===== config.mk =====
export PLATFORM = sky130hd
export DESIGN_NAME = fetch_unit
export DESIGN_NICKNAME = d
export VERILOG_FILES = /design/src/rtl/fetch_pkg.sv /design/src/rtl/fetch_pc_reg.sv /design/src/rtl/fetch_unit.sv
export SDC_FILE = /design/constraint.sdc
export NUM_CORES = 1
export LEC_CHECK = 0
export CAP_MARGIN = 0
export CORE_UTILIZATION = 52
export DETAILED_ROUTE_END_ITERATION = 16
export GPL_ROUTABILITY_DRIVEN = 0
export PLACE_DENSITY = 0.81
export SYNTH_ARGS = -nofsm -noshare
export SYNTH_HDL_FRONTEND = slang
export SYNTH_HIERARCHICAL = 1
export SYNTH_SLANG_ARGS = --single-unit

===== constraint.sdc =====
create_clock -name clk -period 3.1 [get_ports clk]
set_input_delay 0.465 -clock clk [delete_from_list [all_inputs] [get_ports clk]]
set_output_delay 0.465 -clock clk [all_outputs]
set_load 0.05 [all_outputs]

===== src/rtl/fetch_pkg.sv =====
// Shared types and constants for the instruction fetch stage.
// Covers the fetch FSM states, the PC mux selects and the 2-word opcode decode.
package fetch_pkg;

  typedef enum logic {
    S_OP  = 1'b0,
    S_IMM = 1'b1
  } fetch_state_t;

  typedef enum logic [1:0] {
    PC_HOLD = 2'd0,
    PC_INC  = 2'd1,
    PC_TGT  = 2'd2,
    PC_OPPC = 2'd3
  } pc_sel_t;

  localparam int          LONG_OP_BIT = 15;
  localparam logic [15:0] NOP_WORD    = 16'h0000;

  function automatic logic is_long_op(input logic [15:0] word);
    return word[LONG_OP_BIT];
  endfunction

endpackage


===== src/rtl/fetch_pc_reg.sv =====
// Program counter register with its next-PC mux (target / op_pc / hold / pc+1).
// pc_inc wraps modulo 2^PC_W with no carry out.
module fetch_pc_reg
  import fetch_pkg::*;
#(
  parameter int              PC_W     = 32,
  parameter logic [PC_W-1:0] RESET_PC = '0
) (
  input  logic            clk,
  input  logic            rst,
  input  pc_sel_t         sel,
  input  logic [PC_W-1:0] target,
  input  logic [PC_W-1:0] op_pc,
  output logic [PC_W-1:0] pc,
  output logic [PC_W-1:0] pc_inc
);

  assign pc_inc = pc + PC_W'(1);

  always_ff @(posedge clk or negedge rst) begin
    if (!rst) begin
      pc <= RESET_PC;
    end else begin
      case (sel)
        PC_INC:  pc <= pc_inc;
        PC_TGT:  pc <= target;
        PC_OPPC: pc <= op_pc;
        default: pc <= pc;
      endcase
    end
  end

endmodule


===== src/rtl/fetch_unit.sv =====
// IF stage: drives the instruction memory address from the PC and assembles
// 1- or 2-word instructions into the IF/ID register, honouring branch/flush/stall.
module fetch_unit
  import fetch_pkg::*;
#(
  parameter int              PC_W     = 32,
  parameter int              INSTR_W  = 16,
  parameter logic [PC_W-1:0] RESET_PC = '0
) (
  input  logic                 clk,
  input  logic                 rst,
  output logic [PC_W-1:0]      imem_addr,
  input  logic [INSTR_W-1:0]   imem_data,
  input  logic                 stall,
  input  logic                 flush,
  input  logic                 branch_taken,
  input  logic [PC_W-1:0]      branch_target,
  output logic                 if_valid,
  output logic [2*INSTR_W-1:0] if_instr,
  output logic [PC_W-1:0]      if_pc,
  output logic [PC_W-1:0]      if_pc_next
);

  fetch_state_t         state;
  logic [INSTR_W-1:0]   op_hold;
  logic [PC_W-1:0]      op_pc;
  logic [PC_W-1:0]      pc;
  logic [PC_W-1:0]      pc_inc;
  pc_sel_t              pc_sel;

  assign imem_addr = pc;

  // A flush mid 2-word fetch rewinds to the opcode so the whole op is refetched.
  always_comb begin
    pc_sel = PC_INC;
    if (branch_taken)
      pc_sel = PC_TGT;
    else if (flush)
      pc_sel = (state == S_IMM) ? PC_OPPC : PC_HOLD;
    else if (stall)
      pc_sel = PC_HOLD;
  end

  fetch_pc_reg #(
    .PC_W     (PC_W),
    .RESET_PC (RESET_PC)
  ) u_pc (
    .clk    (clk),
    .rst    (rst),
    .sel    (pc_sel),
    .target (branch_target),
    .op_pc  (op_pc),
    .pc     (pc),
    .pc_inc (pc_inc)
  );

  always_ff @(posedge clk or negedge rst) begin
    if (!rst) begin
      state      <= S_OP;
      op_hold    <= '0;
      op_pc      <= '0;
      if_valid   <= 1'b0;
      if_instr   <= '0;
      if_pc      <= '0;
      if_pc_next <= '0;
    end else if (branch_taken || flush) begin
      state    <= S_OP;
      if_valid <= 1'b0;
    end else if (!stall) begin
      case (state)
        S_OP: begin
          if (is_long_op(16'(imem_data))) begin
            op_hold  <= imem_data;
            op_pc    <= pc;
            if_valid <= 1'b0;
            state    <= S_IMM;
          end else begin
            if_instr   <= {imem_data, INSTR_W'(NOP_WORD)};
            if_valid   <= 1'b1;
            if_pc      <= pc;
            if_pc_next <= pc_inc;
          end
        end
        S_IMM: begin
          // Immediate word is taken verbatim; its top bit is not an opcode flag.
          if_instr   <= {op_hold, imem_data};
          if_valid   <= 1'b1;
          if_pc      <= op_pc;
          if_pc_next <= pc_inc;
          state      <= S_OP;
        end
        default: state <= S_OP;
      endcase
    end
  end

endmodule

Word level (Yosys, flattened, before mapping)
Index checks and enable logic that the tools add are counted.
{"block": "classes", "add_sub_neg": 1, "n_eq_ne": 5, "n_mux": 19, "bitwise": 3, "reduce_logical": 4}
{"cell": "$pmux W32 S2", "count": 3}
{"cell": "$mux W32", "count": 3}
{"cell": "$pmux W32 S3", "count": 1}
{"cell": "$add A32 B1 Y32 const B", "count": 1}
{"cell": "$mux W1", "count": 7}
{"cell": "$mux W2", "count": 3}
{"cell": "$eq A2 B2 Y1 const B", "count": 2}
{"cell": "$pmux W1 S2", "count": 2}
{"cell": "$reduce_and A4 Y1", "count": 1}
{"cell": "$not A1 Y1", "count": 3}
{"cell": "$reduce_and A3 Y1", "count": 1}
{"cell": "$reduce_bool A3 Y1", "count": 1}
{"cell": "$eq A2 B1 Y1 const B", "count": 1}
{"cell": "$ne A2 B1 Y1 const B", "count": 1}
{"cell": "$ne A2 B2 Y1 const B", "count": 1}
{"cell": "$logic_or A1 B1 Y1", "count": 1}
{"block": "word_totals", "register_bits": 178, "elab_cells": 40}

Logic depth before layout (Yosys ltp)
Gate-level depths: netlist of the first run.
{"block": "logic_depth", "word_depth": 5, "ltp_mapped": 10}

Hierarchy
Netlist of the first run, hierarchy kept.
{"mod": "fetch_unit", "instances": 1, "cells_each": 374, "area_per_inst_um2": 5973.2, "seq_area_each_um2": 3653.5}
{"mod": "fetch_pc_reg", "instances": 1, "cells_each": 333, "area_per_inst_um2": 2770.2, "seq_area_each_um2": 800.8}

Worst setup path after synthesis of the first run
OpenSTA, ideal clock, no wires.
{"block": "synth_timing", "kind": "reg2reg", "start": "reg u_pc.pc[2]", "end": "reg if_pc_next[27]", "arrival_time_ps": 2402, "required_time_ps": 2975, "path_slack_ps": 573, "path_stages_with_launch": 7, "path_buffers": 1, "synth_period_minus_slack_ps": 2527, "cell_sequence": "dfrtp_1 -> buf_2 -> nand4_2 -> or4_1 -> or3_1 -> xnor2_1 -> mux2_2"}
{"block": "synth_via", "elab_chain_len": 3}
{"element": "from (decl)", "line": "fetch_pc_reg.sv:14", "source": "output logic [PC_W-1:0] pc,"}
{"element": "from (signal assigned)", "line": "fetch_pc_reg.sv:25", "source": "PC_INC: pc <= pc_inc;"}
{"element": "from (signal assigned)", "line": "fetch_pc_reg.sv:26", "source": "PC_TGT: pc <= target;"}
{"element": "from (signal assigned)", "line": "fetch_pc_reg.sv:27", "source": "PC_OPPC: pc <= op_pc;"}
{"element": "$add A32 B1 Y32 (*)", "line": "fetch_pc_reg.sv:18", "source": "assign pc_inc = pc + PC_W'(1);"}
{"element": "net pc_inc[27]", "line": "fetch_unit.sv:28", "source": "logic [PC_W-1:0] pc_inc;"}
{"element": "$mux W32", "line": "fetch_unit.sv:72", "source": "if (is_long_op(16'(imem_data))) begin"}
{"element": "$pmux W32 S2 (*)", "line": "fetch_unit.sv:70", "source": "case (state)"}
{"element": "to (signal assigned)", "line": "fetch_unit.sv:81", "source": "if_pc_next <= pc_inc;"}
{"element": "to (signal assigned)", "line": "fetch_unit.sv:89", "source": "if_pc_next <= pc_inc;"}
{"element": "to (decl)", "line": "fetch_unit.sv:21", "source": "output logic [PC_W-1:0] if_pc_next"}
The timed path passes the listed nets; every way through them passes the cells marked *. The select of a mux whose other input is x is not followed.
A chain may end at the register's enable or synchronous reset.

Worst setup path after layout of the first run
{"block": "layout_timing", "start": "reg state", "end": "reg u_pc.pc[14]"}
{"block": "layout_via", "elab_chain_len": 5, "elab_cells_between_ends": 8}
{"element": "from (decl)", "line": "fetch_unit.sv:24", "source": "fetch_state_t state;"}
{"element": "from (signal assigned)", "line": "fetch_unit.sv:59", "source": "state <= S_OP;"}
{"element": "from (signal assigned)", "line": "fetch_unit.sv:67", "source": "state <= S_OP;"}
{"element": "from (signal assigned)", "line": "fetch_unit.sv:76", "source": "state <= S_IMM;"}
{"element": "$mux W2 (*)", "line": "fetch_unit.sv:39", "source": "pc_sel = (state == S_IMM) ? PC_OPPC : PC_HOLD;"}
{"element": "$mux W2 (*)", "line": "fetch_unit.sv:38", "source": "else if (flush)"}
{"element": "$mux W2 (*)", "line": "fetch_unit.sv:36", "source": "if (branch_taken)"}
{"element": "net pc_sel[0]", "line": "fetch_unit.sv:29", "source": "pc_sel_t pc_sel;"}
{"element": "$eq A2 B2 Y1 / $eq A2 B1 Y1 (equally long branches)", "line": "fetch_pc_reg.sv:24", "source": "case (sel)"}
{"element": "$pmux W32 S3 / $reduce_bool A3 Y1 (equally long branches)"}
The timed path passes the listed nets; every way through them passes the cells marked *.

==> impl_metrics.ini, run 1 <==
[run_status]
outcome = finished clean

[synth]
synth-edff-count = 0
synth_nets = 761
yosysSeqAreaShare = 0.509
synth.distinct_cells = 48
synth_area_um2 = 8740
ys.warnings.count = 6
ys.flop_type = dfrtp_1
synth_cells = 707
synthArstFlopShare = 1.00
synth_seq_cells = 178
avgSynthCellArea_um2 = 12.4

[detailed_routing]
wl_um = 22400
vias = 6597
ant_nets = 0
drt-pass1-iter-count = 5
wl_per_cell_um = 20.1
drt-initial-drc-count = 600
drcViolationCount = 0
vias_per_cell = 5.92

[cts]
cts_resized = 0
worstSkewPairLatency_ns = 0.44
cts_sinks = 178
cts_hold_buffers = 0
cts_buffer_depth = 2
h-tree-depth = 4
numCtsBuffers = 17
clk_pin_slew_ns = 0.07
clockRootBuffer = clkbuf_16
post_cts_buffers = 0
cts_tree = done

[layout]
post-route-util = 0.688
layout_commonest_cell = clkdlybuf4s50_1
final_area_um2 = 11400
nets = 934
regArea_um2 = 4460
final_cells = 1114
drive_gt1_frac = 0.246
final_cell_mix = clkdlybuf4s50_1 (180), dfrtp_1 (177), mux2_2 (157)
multi_input_area_um2 = 4050
syn_to_final_growth_pct = 30.0
fill_cells = 1225

[setup_path]
startpoint_type = flip-flop
slowest_delay_ns = 0.76
worst-endpoint-arrival_ns = 3.00
critPathTopFamily = flip-flops
cpMaxStageDelayCell = dfrtp_2
r2r_slack_ns = 0.40
crit_path_start = state
crit_required_ns = 3.40
worstPathMaxFanout = 25
r2r_start = state
path_class = flip-flop to flip-flop
cp_cell_sequence = a21oi_1, nor2_4, clkinv_1, buf_4, a21oi_1, a21boi_0, a2bb2oi_1
cp-end-kind = flip-flop
critical_path_buf_inv_count = 2
path_common_cell = a21oi_1

[power]
p_clk_frac = 0.251
p_sw_frac = 0.384
power.internal_mw = 5.25
p_sw_mw = 3.28
leakage_nw = 4.59
power-per-cell-area_nw_per_um2 = 751
total_power_mw = 8.54
seqPwrFrac = 0.385
peakVddDrop_mv = 0.494
p_comb_frac = 0.364

[die]
coreArea_um2 = 16500
boundaryPins = 182
die_w_um = 132
start_util = 0.529
die_h_um = 132
dieArea_um2 = 17300
rows = 47

[timing]
finalHoldViolCount = 0
worst_pin_slew_ns = 0.684
holdWs_ns = 0.0496
rsz0062_at_grt = false
tns_ns = 0
fin_crit_ns = 2.70
max_freq_mhz = 371
fin_skew_ns = 0.0101
slew_headroom = 0.544
setup_viol = 0
min_period_over_period = 0.870
drv_slew = 0
worst_slack_ns = 0.404

[global_routing]
grt_pass1_wl_um = 36100
grt_pass1_vias = 6724
grt-ovfl-total = 0
grt_max_degree = 73
grt_use_total = 0.267
grt_antenna_before_repair = 1

[job]
cap_violations = 0

[placement]
post-place-ws_ns = 0.151
place_hpwl_um = 15500
placedInstanceArea_um2 = 10800
portBuffers = 181
placedCellCount = 1081

[min_path]
hold_class = primary input to async pin
-- state kept, by name, indices dropped and copies added (netlist names) --
| signal | cells |
|---|---|
| if_pc | 32 |
| op_pc | 32 |
| state | 1 |
| if_pc_next | 32 |
| if_valid | 1 |
| if_instr | 32 |
| u_pc/pc | 32 |
| op_hold | 16 |
-- kinds of logic after synthesis --
group,Yosys count,synth area share
muxes,188,0.243
and+or+nand+nor,152,0.0997
DFF,178,0.509
xor gates and xnor gates,44,0.0441
buffers and inverters,54,0.0296
adders and majority gates,1,0.00143
AOI/OAI and AO/OA,90,0.0731
-- cell usage after synthesis, types with 11 or more instances --
| library cell | count | share of area |
|---|---|---|
| o21ai_0 | 13 | 0.0074 |
| a21oi_1 | 11 | 0.0063 |
| xor2_1 | 21 | 0.021 |
| dfrtp_1 | 178 | 0.51 |
| nor4_1 | 14 | 0.010 |
| nand3_1 | 18 | 0.010 |
| mux2_1 | 24 | 0.031 |
| a211oi_1 | 15 | 0.013 |
| a22o_1 | 16 | 0.016 |
| buf_2 | 21 | 0.012 |
| nand4_1 | 12 | 0.0086 |
| xnor2_1 | 23 | 0.023 |
| and2_1 | 15 | 0.011 |
| nand2_1 | 28 | 0.012 |
| nor2_1 | 13 | 0.0056 |
| mux2_2 | 157 | 0.20 |
| clkbuf_1 | 19 | 0.0082 |
-- final timing paths --
check	endpoint	cells after the start
hold / removal	op_pc[9]	1
hold reg to reg	op_hold[15]	1
setup reg to reg	u_pc/pc[14]	7
min in group clk	op_hold[15]	1
setup / recovery	u_pc/pc[14]	7
max in group asynchronous	state	2
-- layout make-up --
class | instances | area share
flip-flops and latches | 178 | 0.392
multi-input cells | 475 | 0.356
repair buffers | 203 | 0.175
clock buffers | 18 | 0.0377
well taps | 220 | 0.0242
clock inverters | 14 | 0.0134
inverters | 5 | 0.00165
diodes | 1 | 0.000220
-- power groups by stage --
| stage | registers, mW | clock network (mW) | logic, mW |
|---|---|---|---|
| after CTS | 3.28 | 2.18 | 3.13 |
| after detailed placement | 3.32 | 0 | 3.11 |
| after global placement | 3.28 | 0 | 3.06 |
| after floorplan | 4.50 | 0 | 0.754 |
| final | 3.29 | 2.14 | 3.11 |
| after global routing | 3.36 | 2.26 | 3.23 |
-- layer usage --
| layer | part of all wire | vias up | track usage | wire [um] |
|---|---|---|---|---|
| met5 | 0 | - | 0 | 0 |
| met4 | 0.026 | 0 | 0.117 | 576 |
| met3 | 0.056 | 45 | 0.0482 | 1260 |
| met2 | 0.50 | 268 | 0.444 | 11200 |
| met1 | 0.42 | 3346 | 0.340 | 9340 |
| li1 | - | 2938 | - | - |
Power figures use the tool's default switching activity.
==> run 2, diff against run 1 <==
--- a/config.mk
+++ b/config.mk
@@ -6,10 +6,12 @@
 export NUM_CORES = 1
 export LEC_CHECK = 0
 export CAP_MARGIN = 0
-export CORE_UTILIZATION = 52
+export CORE_UTILIZATION = 64
+export CTS_CLUSTER_SIZE = 14
 export DETAILED_ROUTE_END_ITERATION = 16
+export DONT_BUFFER_PORTS = 1
 export GPL_ROUTABILITY_DRIVEN = 0
-export PLACE_DENSITY = 0.81
+export PLACE_DENSITY = 0.8
 export SYNTH_ARGS = -nofsm -noshare
 export SYNTH_HDL_FRONTEND = slang
 export SYNTH_HIERARCHICAL = 1
==> impl_metrics.ini, run 2 (same netlist as run 1, synthesis figures left out) <==
[cts]
clockRootBuffer = clkbuf_16
h-tree-depth = 4
worstSkewPairLatency_ns = 0.43
cts_tree = done
post_cts_buffers = 0
clk_pin_slew_ns = 0.07
cts_buffer_depth = 2
numCtsBuffers = 17
cts_sinks = 178
cts_resized = 0

[timing]
holdWs_ns = -0.265
min_period_over_period = 0.789
max_freq_mhz = 409
fin_crit_ns = 2.45
setup_viol = 0
worst_pin_slew_ns = 0.759
finalHoldViolCount = 178
tns_ns = 0
fin_skew_ns = 0.00791
drv_slew = 0
slew_headroom = 0.490
rsz0062_at_grt = false

[die]
boundaryPins = 182
start_util = 0.658
rows = 42
dieArea_um2 = 14100
die_w_um = 119
die_h_um = 119
coreArea_um2 = 13300

[setup_path]
r2r_start = u_pc/pc[1]
crit_required_ns = 3.41
worst-endpoint-arrival_ns = 2.76
path_class = flip-flop to flip-flop
reg2regPathDepth = 6
cp-end-kind = flip-flop
r2r_slack_ns = 0.65
startpoint_type = flip-flop
reg2reg_to = u_pc/pc[28]
worstPathMaxFanout = 13

[detailed_routing]
drt-initial-drc-count = 429
drt-pass1-iter-count = 5
vias_per_cell = 6.52
wl_per_cell_um = 22.4
drcViolationCount = 0
vias = 5839
wl_um = 20100
ant_nets = 0

[global_routing]
grt_use_total = 0.299
grt_pass1_vias = 6027
grt_antenna_before_repair = 0
grt-ovfl-total = 0
grt_pass1_wl_um = 32400
grt_max_degree = 179

[power]
power-per-cell-area_nw_per_um2 = 799
leakage_nw = 3.95
peakVddDrop_mv = 0.492

[run_status]
outcome = complete, but fails checks
violations = negative hold slack

[layout]
regArea_um2 = 4460
layout_commonest_cell = dfrtp_1
multi_input_area_um2 = 4050
post-route-util = 0.719
final_cells = 896
nets = 761
final_cell_mix = dfrtp_1 (177), mux2_2 (157), nand2_1 (28), buf_4 (28), mux2_1 (24)
antenna_cells = 0
final_area_um2 = 9560
syn_to_final_growth_pct = 9.39
drive_gt1_frac = 0.317
fill_cells = 890

[placement]
placedCellCount = 864
portBuffers = 0
place_hpwl_um = 13400
placedInstanceArea_um2 = 8990

[job]
cap_violations = 0

[min_path]
hold_class = primary input to async pin
run 2: report_power, final:
group / internal [mW] / switching, mW / total, mW
Clock: 1.17 / 0.891 / 2.06
Sequential: 2.83 / 1.64 / 4.48
Combinational: 0.575 / 0.533 / 1.11
run 2: worst max path at each step:
stage	end	cells after the start	slack [ns]	start
final	u_pc/pc[28]	6	0.65	u_pc/pc[1]
after detailed placement	u_pc/pc[28]	6	0.71	u_pc/pc[1]
after CTS	if_pc_next[30]	7	0.70	u_pc/pc[1]
after floorplan	if_pc_next[27]	6	0.57	u_pc/pc[2]
after global routing	if_pc_next[30]	7	0.44	u_pc/pc[1]
after global placement	u_pc/pc[28]	6	0.79	u_pc/pc[1]
run 2: critical path, cell delays in order (launching register included):
cell and delay [ns]:
dfrtp_1 0.38, buf_4 0.24, ha_1 0.26, and3_1 0.28, nand4_1 0.47, o31a_1 0.43
o31a_1 0.27
run 2: layout make-up:
cell class	count	share of cell area
Inverter	5	0.00196
Tap cell	176	0.0230
Sequential cell	178	0.466
Timing Repair Buffer	30	0.0262
Multi-Input combinational cell	475	0.423
Clock buffer	20	0.0488
Clock inverter	12	0.0113
run 2: through the flow:
stage / power (mW) / setup WS (ns) / hold slack, ns
after floorplan: 5.26 / 0.573 / 0.169
after global placement: 5.54 / 0.787 / 0.175
final: 7.64 / 0.653 / -0.265
after detailed placement: 5.62 / 0.713 / 0.174
after CTS: 7.68 / 0.701 / -0.286
after global routing: 7.92 / 0.443 / -0.292
run 2: per-layer routing:
layer	up-vias	GRT usage	wire length (um)
met2	231	0.469	9750
met4	0	0.104	356
li1	2599	-	-
met3	35	0.108	1810
met5	-	0	0
met1	2974	0.385	8140
==> run 3, diff against run 2 <==
==> constraint.sdc (replaced) <==
create_clock -name clk -period 2.3 [get_ports clk]
set_input_delay 0.345 -clock clk [delete_from_list [all_inputs] [get_ports clk]]
set_output_delay 0.345 -clock clk [all_outputs]
set_load 0.05 [all_outputs]
==> impl_metrics.ini, run 3 (same netlist as run 1, synthesis figures left out) <==
[layout]
final_cell_mix = dfrtp_1 (163), mux2_2 (157), buf_4 (54)
nets = 792
multi_input_area_um2 = 4050
drive_gt1_frac = 0.360
antenna_cells = 0
regArea_um2 = 4470
fill_cells = 875
syn_to_final_growth_pct = 12.9
layout_commonest_cell = dfrtp_1
post-route-util = 0.742

[cts]
cts_buffer_depth = 2
post_cts_buffers = 0
clk_pin_slew_ns = 0.07
worstSkewPairLatency_ns = 0.43
cts_hold_buffers = 3
cts_tree = done
clockRootBuffer = clkbuf_16
cts_sinks = 178
numCtsBuffers = 17
h-tree-depth = 4

[die]
coreArea_um2 = 13300
start_util = 0.658
dieArea_um2 = 14100
die_h_um = 119
die_w_um = 119
rows = 42
boundaryPins = 182

[setup_path]
path_class = flip-flop to flip-flop
worstPathMaxFanout = 13
path_common_cell = buf_4
startpoint_type = flip-flop
critical_path_buf_inv_count = 2
cp-end-kind = flip-flop
cpMaxStageDelayCell = nor4_1
crit_required_ns = 2.62
critPathTopFamily = simple AND/OR/NAND/NOR gates
slowest_delay_ns = 0.51
cp_cell_sequence = buf_4, nand4_1, nor4_1, buf_4, nand2_1, xnor2_1, mux2_2
worst-endpoint-arrival_ns = 2.50

[global_routing]
grt_pass1_wl_um = 33200
grt_use_total = 0.303
grt-ovfl-total = 0
grt_max_degree = 179
grt_antenna_before_repair = 1
grt_pass1_vias = 6244

[timing]
holdWs_ns = -0.393
fin_skew_ns = 0.00917
fin_crit_ns = 2.18
finalHoldViolCount = 178
tns_ns = 0
setup_viol = 0
min_period_over_period = 0.949
drv_slew = 0
slew_headroom = 0.566
rsz0062_at_grt = false
worst_slack_ns = 0.117
max_freq_mhz = 458
worst_pin_slew_ns = 0.650

[run_status]
violations = negative hold slack
outcome = complete, but fails checks

[detailed_routing]
vias_per_cell = 6.45
vias = 5983
wl_um = 20600
wl_per_cell_um = 22.2
drt-initial-drc-count = 373
ant_nets = 0
drcViolationCount = 0
drt-pass1-iter-count = 5

[power]
leakage_nw = 4.11
peakVddDrop_mv = 0.782
power-per-cell-area_nw_per_um2 = 1060
total_power_mw = 10.4

[job]
cap_violations = 0

[placement]
place_hpwl_um = 14200
post-place-ws_ns = 0.0793
portBuffers = 0

[min_path]
hold_class = primary input to async pin
run 3: cell types whose count changed in the layout (fill, tap and decap cells not counted), sizes merged:
| cell | previous run | this run |
|---|---|---|
| buf | 30 | 58 |
| bufinv | 1 | 2 |
| clkinvlp | 3 | 1 |
| dlygate4sd3 | 0 | 3 |
| inv | 4 | 5 |
run 3: layout make-up:
type / count / share of cell area
inverter: 5 / 0.00190
timing repair buffer: 61 / 0.0522
clock inverter: 12 / 0.0133
multi-input combinational: 475 / 0.411
clock buffer: 20 / 0.0463
tap: 176 / 0.0223
sequential: 178 / 0.453
run 3: per-stage QoR:
stage	hold slack [ns]	cell area (um^2)	cells
global route	-0.406	9870	927
finish	-0.393	9870	927
floorplan	0.0494	8760	707
CTS	-0.407	9860	927
detailed placement	0.0539	9240	892
global placement	0.0544	9240	892
run 3: power by group:
group,leakage (nW),switching [mW],internal [mW]
sequential,2.13,2.09,3.82
combinational,1.68,0.853,0.819
clock,0.291,1.20,1.66
run 3: repair_timing:
action	CTS	global route
endpoints found under the setup margin	0	1
endpoints found under the hold margin	180	178
resized for setup	0	1
run 3: final timing paths:
path,start,to,slack (ns),depth (start not counted)
setup / recovery,u_pc/pc[4],if_pc_next[24],0.12,7
hold / removal,rst,if_pc[19],-0.39,0
setup reg to reg,u_pc/pc[4],if_pc_next[24],0.12,7
hold reg to reg,op_hold[15],op_hold[15],0.49,1
max in group asynchronous,rst,u_pc/pc[8],2.30,0
min in group clk,imem_data[3],if_instr[3],0.04,1
run 3: per-layer routing:
metal,vias up,wire [um],GRT usage
met5,-,0,0
met4,0,350,0.110
met3,29,1750,0.0838
met2,256,9980,0.485
met1,3036,8480,0.398
li1,2662,-,-
